## src/rtl/frame_build_scheduler.sv

```systemverilog
// frame_build_scheduler
//   Builds one display frame per halt. Sprite point lists are copied from the
//   image ROM into the display RAM, and each requester's x/y offset is added
//   to every point. Requesters are served in fixed priority order, index 0
//   first. A terminator word closes the frame, then go is raised until the
//   display pulses halt.
// Ports
//   clk, rst              fast clock; rst is asynchronous and active-low
//   halt / go             display handshake (halt pulse in, frame-ready level out)
//   req_en/adr/x/y        per-requester enable, ROM base and offsets, packed with index 0 at the LSBs
//   rom_adr / rom_data    image ROM read port; the ROM answers in the same cycle
//   ram_adr/data/we       display RAM write port
//   frame_len             number of words in the last frame, terminator included
//   overflow              last frame was truncated at RAM_DEPTH
module frame_build_scheduler #(
    parameter int unsigned NREQ       = 4,
    parameter int unsigned ADR_WIDTH  = 16,
    parameter int unsigned DATAWIDTH  = 18,
    parameter int unsigned OUT_WIDTH  = 8,
    parameter int unsigned RAM_DEPTH  = 1000,
    parameter int unsigned MAX_SPRITE = 256
) (
    input  logic                      clk,
    input  logic                      rst,
    input  logic                      halt,
    output logic                      go,
    input  logic [NREQ-1:0]           req_en,
    input  logic [NREQ*ADR_WIDTH-1:0] req_adr,
    input  logic [NREQ*OUT_WIDTH-1:0] req_x,
    input  logic [NREQ*OUT_WIDTH-1:0] req_y,
    output logic [ADR_WIDTH-1:0]      rom_adr,
    input  logic [DATAWIDTH-1:0]      rom_data,
    output logic [ADR_WIDTH-1:0]      ram_adr,
    output logic [DATAWIDTH-1:0]      ram_data,
    output logic                      ram_we,
    output logic [ADR_WIDTH-1:0]      frame_len,
    output logic                      overflow
);

    localparam int unsigned IDX_W = $clog2(NREQ + 1);
    localparam int unsigned SEL_W = (NREQ > 1) ? $clog2(NREQ) : 1;
    localparam int unsigned K_W   = (MAX_SPRITE > 1) ? $clog2(MAX_SPRITE) : 1;

    localparam logic [DATAWIDTH-1:0] TERM_WORD = {2'b10, {(DATAWIDTH-2){1'b0}}};

    typedef enum logic [2:0] {
        SNAP  = 3'd0,
        SCAN  = 3'd1,
        FETCH = 3'd2,
        TERM  = 3'd3,
        IDLE  = 3'd4
    } state_t;

    state_t                    state_q, state_d;
    logic [IDX_W-1:0]          idx_q, idx_d;
    logic [K_W-1:0]            k_q, k_d;
    logic [ADR_WIDTH-1:0]      wptr_q, wptr_d;

    // Shadow copy of the requester inputs, frozen for the whole build
    logic [NREQ-1:0]           sh_en_q, sh_en_d;
    logic [NREQ*ADR_WIDTH-1:0] sh_adr_q, sh_adr_d;
    logic [NREQ*OUT_WIDTH-1:0] sh_x_q, sh_x_d;
    logic [NREQ*OUT_WIDTH-1:0] sh_y_q, sh_y_d;

    logic [ADR_WIDTH-1:0]      rom_adr_d;
    logic [ADR_WIDTH-1:0]      ram_adr_d;
    logic [DATAWIDTH-1:0]      ram_data_d;
    logic                      ram_we_d;
    logic [ADR_WIDTH-1:0]      frame_len_d;
    logic                      overflow_d;
    logic                      go_d;

    // Point word fields and offset sums (coordinates wrap, no saturation)
    logic [SEL_W-1:0]          sel;
    logic [1:0]                pt_ctrl;
    logic [OUT_WIDTH-1:0]      pt_x, pt_y;
    logic [OUT_WIDTH-1:0]      sum_x, sum_y;
    logic                      sprite_end;
    logic                      ram_full;

    assign sel        = idx_q[SEL_W-1:0];
    assign pt_ctrl    = rom_data[DATAWIDTH-1 -: 2];
    assign pt_x       = rom_data[2*OUT_WIDTH-1 -: OUT_WIDTH];
    assign pt_y       = rom_data[OUT_WIDTH-1:0];
    assign sum_x      = pt_x + sh_x_q[sel*OUT_WIDTH +: OUT_WIDTH];
    assign sum_y      = pt_y + sh_y_q[sel*OUT_WIDTH +: OUT_WIDTH];
    // ctrl 11 and 10 both close a sprite; the runaway guard does too
    assign sprite_end = pt_ctrl[1] || (k_q == K_W'(MAX_SPRITE - 1));
    // Last RAM word is reserved for the terminator
    assign ram_full   = (wptr_q == ADR_WIDTH'(RAM_DEPTH - 1));

    // Next-state and registered-output logic
    always_comb begin
        state_d     = state_q;
        idx_d       = idx_q;
        k_d         = k_q;
        wptr_d      = wptr_q;
        sh_en_d     = sh_en_q;
        sh_adr_d    = sh_adr_q;
        sh_x_d      = sh_x_q;
        sh_y_d      = sh_y_q;
        rom_adr_d   = rom_adr;
        ram_adr_d   = ram_adr;
        ram_data_d  = ram_data;
        ram_we_d    = 1'b0;
        frame_len_d = frame_len;
        overflow_d  = overflow;
        go_d        = 1'b0;

        case (state_q)
            SNAP: begin
                sh_en_d    = req_en;
                sh_adr_d   = req_adr;
                sh_x_d     = req_x;
                sh_y_d     = req_y;
                wptr_d     = '0;
                idx_d      = '0;
                overflow_d = 1'b0;
                state_d    = SCAN;
            end

            SCAN: begin
                if (idx_q == IDX_W'(NREQ)) begin
                    // Terminator write is registered so it is on the port during TERM
                    ram_we_d   = 1'b1;
                    ram_adr_d  = wptr_q;
                    ram_data_d = TERM_WORD;
                    state_d    = TERM;
                end else if (sh_en_q[sel]) begin
                    // rom_adr is registered, so the first word is on rom_data in FETCH
                    rom_adr_d = sh_adr_q[sel*ADR_WIDTH +: ADR_WIDTH];
                    k_d       = '0;
                    state_d   = FETCH;
                end else begin
                    idx_d = idx_q + IDX_W'(1);
                end
            end

            FETCH: begin
                if (sprite_end) begin
                    idx_d   = idx_q + IDX_W'(1);
                    state_d = SCAN;
                end else if (ram_full) begin
                    // Drop the point and abandon the remaining requesters
                    overflow_d = 1'b1;
                    ram_we_d   = 1'b1;
                    ram_adr_d  = wptr_q;
                    ram_data_d = TERM_WORD;
                    state_d    = TERM;
                end else begin
                    ram_we_d   = 1'b1;
                    ram_adr_d  = wptr_q;
                    ram_data_d = DATAWIDTH'({pt_ctrl, sum_x, sum_y});
                    wptr_d     = wptr_q + ADR_WIDTH'(1);
                    k_d        = k_q + K_W'(1);
                    rom_adr_d  = rom_adr + ADR_WIDTH'(1);
                end
            end

            TERM: begin
                frame_len_d = wptr_q + ADR_WIDTH'(1);
                go_d        = 1'b1;
                state_d     = IDLE;
            end

            IDLE: begin
                if (halt) begin
                    state_d = SNAP;
                end else begin
                    go_d = 1'b1;
                end
            end

            default: begin
                state_d = SNAP;
            end
        endcase
    end

    // State and datapath registers
    always_ff @(posedge clk or negedge rst) begin
        if (!rst) begin
            state_q   <= SNAP;
            idx_q     <= '0;
            k_q       <= '0;
            wptr_q    <= '0;
            sh_en_q   <= '0;
            sh_adr_q  <= '0;
            sh_x_q    <= '0;
            sh_y_q    <= '0;
            rom_adr   <= '0;
            ram_adr   <= '0;
            ram_data  <= '0;
            ram_we    <= 1'b0;
            frame_len <= '0;
            overflow  <= 1'b0;
            go        <= 1'b0;
        end else begin
            state_q   <= state_d;
            idx_q     <= idx_d;
            k_q       <= k_d;
            wptr_q    <= wptr_d;
            sh_en_q   <= sh_en_d;
            sh_adr_q  <= sh_adr_d;
            sh_x_q    <= sh_x_d;
            sh_y_q    <= sh_y_d;
            rom_adr   <= rom_adr_d;
            ram_adr   <= ram_adr_d;
            ram_data  <= ram_data_d;
            ram_we    <= ram_we_d;
            frame_len <= frame_len_d;
            overflow  <= overflow_d;
            go        <= go_d;
        end
    end

endmodule

```

## config.mk

```make
export PLATFORM = sky130hd
export DESIGN_NAME = frame_build_scheduler
export DESIGN_NICKNAME = d
export VERILOG_FILES = /design/src/rtl/frame_build_scheduler.sv
export SDC_FILE = /design/constraint.sdc
export NUM_CORES = 1
export LEC_CHECK = 0
export CAP_MARGIN = 10
export CORE_ASPECT_RATIO = 1.4
export CORE_MARGIN = 5
export CORE_UTILIZATION = 39
export CTS_CLUSTER_SIZE = 12
export DETAILED_ROUTE_END_ITERATION = 6
export HOLD_SLACK_MARGIN = 0.02
export SETUP_SLACK_MARGIN = 0.3
export SLEW_MARGIN = 5
export SYNTH_ARGS = -nofsm -noshare
export SYNTH_HDL_FRONTEND = slang
export SYNTH_SLANG_ARGS = --single-unit
```

## constraint.sdc

```tcl
create_clock -name clk -period 4.2 [get_ports clk]
set_clock_uncertainty 0.05 [all_clocks]
set_input_delay 0.84 -clock clk [delete_from_list [all_inputs] [get_ports clk]]
set_output_delay 0.84 -clock clk [all_outputs]
set_load 0.01 [all_outputs]
```

==> metrics.yaml <==
sta:
  fin_crit_ns: 3.18
  report.final.slew_viol_count: 0
  finalSetupTns_ns: 0
  tightest_slew_ns: 1.14
  fin_ws_ns: 1.02
  max_freq_ghz: 0.315
  setup_viol: 0
  finalHoldViolCount: 0
  slew-limit-headroom_pct: 23.7
  period_share_pct: 75.6
  rsz0062_at_grt: "false"
logic_synthesis:
  syn_area_um2: 10900
  synth-edff-count: 0
  ys_top_cells_by_count: "231 x dfrtp_1, 129 x mux2_2, 115 x nand2_1"
  synthMostInstantiatedCell: "dfrtp_1"
  ys.flop_type: "dfrtp_1"
  postSynth.asyncResetShare_pct: 100
  syn_avg_cell_area_um2: 12.1
  yosysWarnings: 0
  synth_area_leaders: "dfrtp_1 53%, mux2_2 13%, mux4_2 6.8%"
  synth.distinct_cells: 57
  syn_inst: 900
  yosysSeqAreaShare_pct: 53.0
  yosysTopAreaCell: "dfrtp_1"
  synth_top_area_share_pct: 53.0
  synth-seq-cells: 231
  syn_nets: 1074
cts:
  htree_num_levels: 1
  postCtsHoldBufs: 0
  clk_path_buf_depth: 3
  clk_pin_slew_ns: 0.06
  cts_sinks: 231
  ctsResizeCount: 0
  clkLatencyLatePin_ns: 0.51
  cts_made_buffers: 25
  cts_setup_buffers: 0
  cts_tree: "yes"
  cts-root-buf: "clkbuf_16"
placed_design:
  post-dp-hpwl_mm: 20.3
  dp_slack_ns: 0.942
  gp_congestion: 0.789
  port_buffers: 221
route:
  drt_wl_total_mm: 28.1
  via_per_inst: 5.19
  antenna_left: 0
  wl_per_cell_um: 18.8
  drt_iter0_drc: 323
  via_count: 7756
  post-route-drc-count: 0
  drt_pre_antenna_iters: 4
worst_setup_path:
  critPathLaunch: "state_q[2]"
  worstReg2RegEnd: "rom_adr[12]"
  startpoint_type: "flip-flop"
  cp-end-kind: "flip-flop"
  worstPathMaxFanout: 29
  reg2reg_from: "state_q[2]"
  reg2reg_slack_ns: 1.02
  r2r.worst_path.cells: 5
  crit_required_ns: 4.55
  worstPathArrival_ns: 3.53
  crit_type: "reg -> reg"
finish:
  multi_input_area_um2: 4850
  fillerInstances: 2506
  syn2layout_area_growth_pct: 31.2
  nNetsFinal: 1281
  seq_area_um2: 5780
  final_layout_size_suffix_gt1_share_pct: 19.8
  diodes: 0
die:
  die_height_um: 208
  num_io_pins: 222
  dieArea_um2: 31500
  chipWidth_um: 151
  start_util_pct: 39.4
  fp.coreArea_um2: 27700
  rows: 72
global_route:
  overflow: 0
  antenna_found_initial: 0
  grt_pass1_wl_mm: 45.7
  grt.total_usage_pct: 18.1
  grt_pass1_vias: 8439
  grt_max_degree: 99
power:
  p_leak_nw: 5.86
  p_per_area_nw_per_um2: 698
  vdd_ir_drop_max_mv: 0.427
run_status:
  status: "complete, no violations"
min_path:
  hold_class: "in -> async"
run:
  max_cap_viol_count: 0
[state kept, by name, summed over array words and instances, names as in the netlist]
signal     count
k_q            8
ram_data      18
overflow       1
go             1
ram_adr       16
sh_x_q        32
idx_q          3
sh_adr_q      64
sh_en_q        4
sh_y_q        32
frame_len     16
rom_adr       16
ram_we         1
state_q        3
wptr_q        16
[cell families after synthesis]
| family | Yosys count | synth area share [%] |
|---|---|---|
| xor gates and xnor gates | 27 | 2.17 |
| AOI/OAI and AO/OA | 165 | 9.52 |
| adders and majority gates | 21 | 2.55 |
| DFF | 231 | 53.0 |
| muxes | 165 | 20.4 |
| buffers and inverters | 69 | 2.70 |
| and+or+nand+nor | 222 | 9.66 |
[through the flow]
stage	power, mW	std cells	util, %	hold WS (ns)	instance area (um^2)
after floorplan	6.57	900	-	0.390	10900
after global placement	7.82	1450	48.8	0.402	13500
after detailed placement	7.92	1450	48.8	0.405	13500
after CTS	10.1	1493	51.7	0.340	14300
after global routing	10.7	1493	51.7	0.385	14300
final	9.98	1493	51.7	0.324	14300
[worst max-delay path by stage]
stage / slack, ns / to / depth (start not counted)
6_report: 1.02 / rom_adr[12] / 5
5_1_grt: 0.72 / ram_data[15] / 7
4_1_cts: 1.04 / rom_adr[12] / 5
3_5_place_dp: 0.94 / rom_adr[12] / 6
3_3_place_gp: 0.96 / rom_adr[12] / 6
2_1_floorplan: 0.82 / ram_data[14] / 11
[layout make-up]
class                   count  area share (%)
clock inverters             4           0.490
clock buffers              39            5.09
inverters                  15           0.394
flip-flops and latches    231            40.4
well taps                 370            3.24
repair buffers            234            16.4
multi-input cells         600            33.9
[placed cells by master (no fill, tap or decap), types with 6 or more instances in the layout]
cell,n
and3_1,6
nor2_1,24
dfrtp_1,229
o21ai_0,56
xor2_1,8
inv_1,15
buf_4,10
a31oi_1,21
clkbuf_16,25
nand4_1,10
or3_1,7
clkdlybuf4s50_1,220
a2bb2oi_1,7
mux4_2,33
nand2_1,115
a22o_1,11
clkbuf_1,9
mux2_2,129
a21oi_1,33
xnor2_1,19
nand3_1,24
ha_1,19
nor3_1,8
[power by group]
part	total (mW)	switching, mW	leakage, nW	internal, mW
sequential	3.66	0.582	2.87	3.08
combinational	4.15	1.85	2.60	2.29
clock	2.17	0.870	0.391	1.30
[per-layer routing]
metal / routed length, um / track usage (%)
met5: 0 / 0
met3: 1320 / 2.82
met2: 15100 / 33.0
met4: 600 / 4.79
met1: 11100 / 22.0
[worst max-delay path, cell delays in order, from the launching register on]
cell	delay (ns)
dfrtp_1	0.64
nor2_1	0.17
nand2_1	0.62
or3_1	0.98
nand2_4	0.29
a22o_1	0.29
Note: power is estimated with default switching activity, not from simulation.
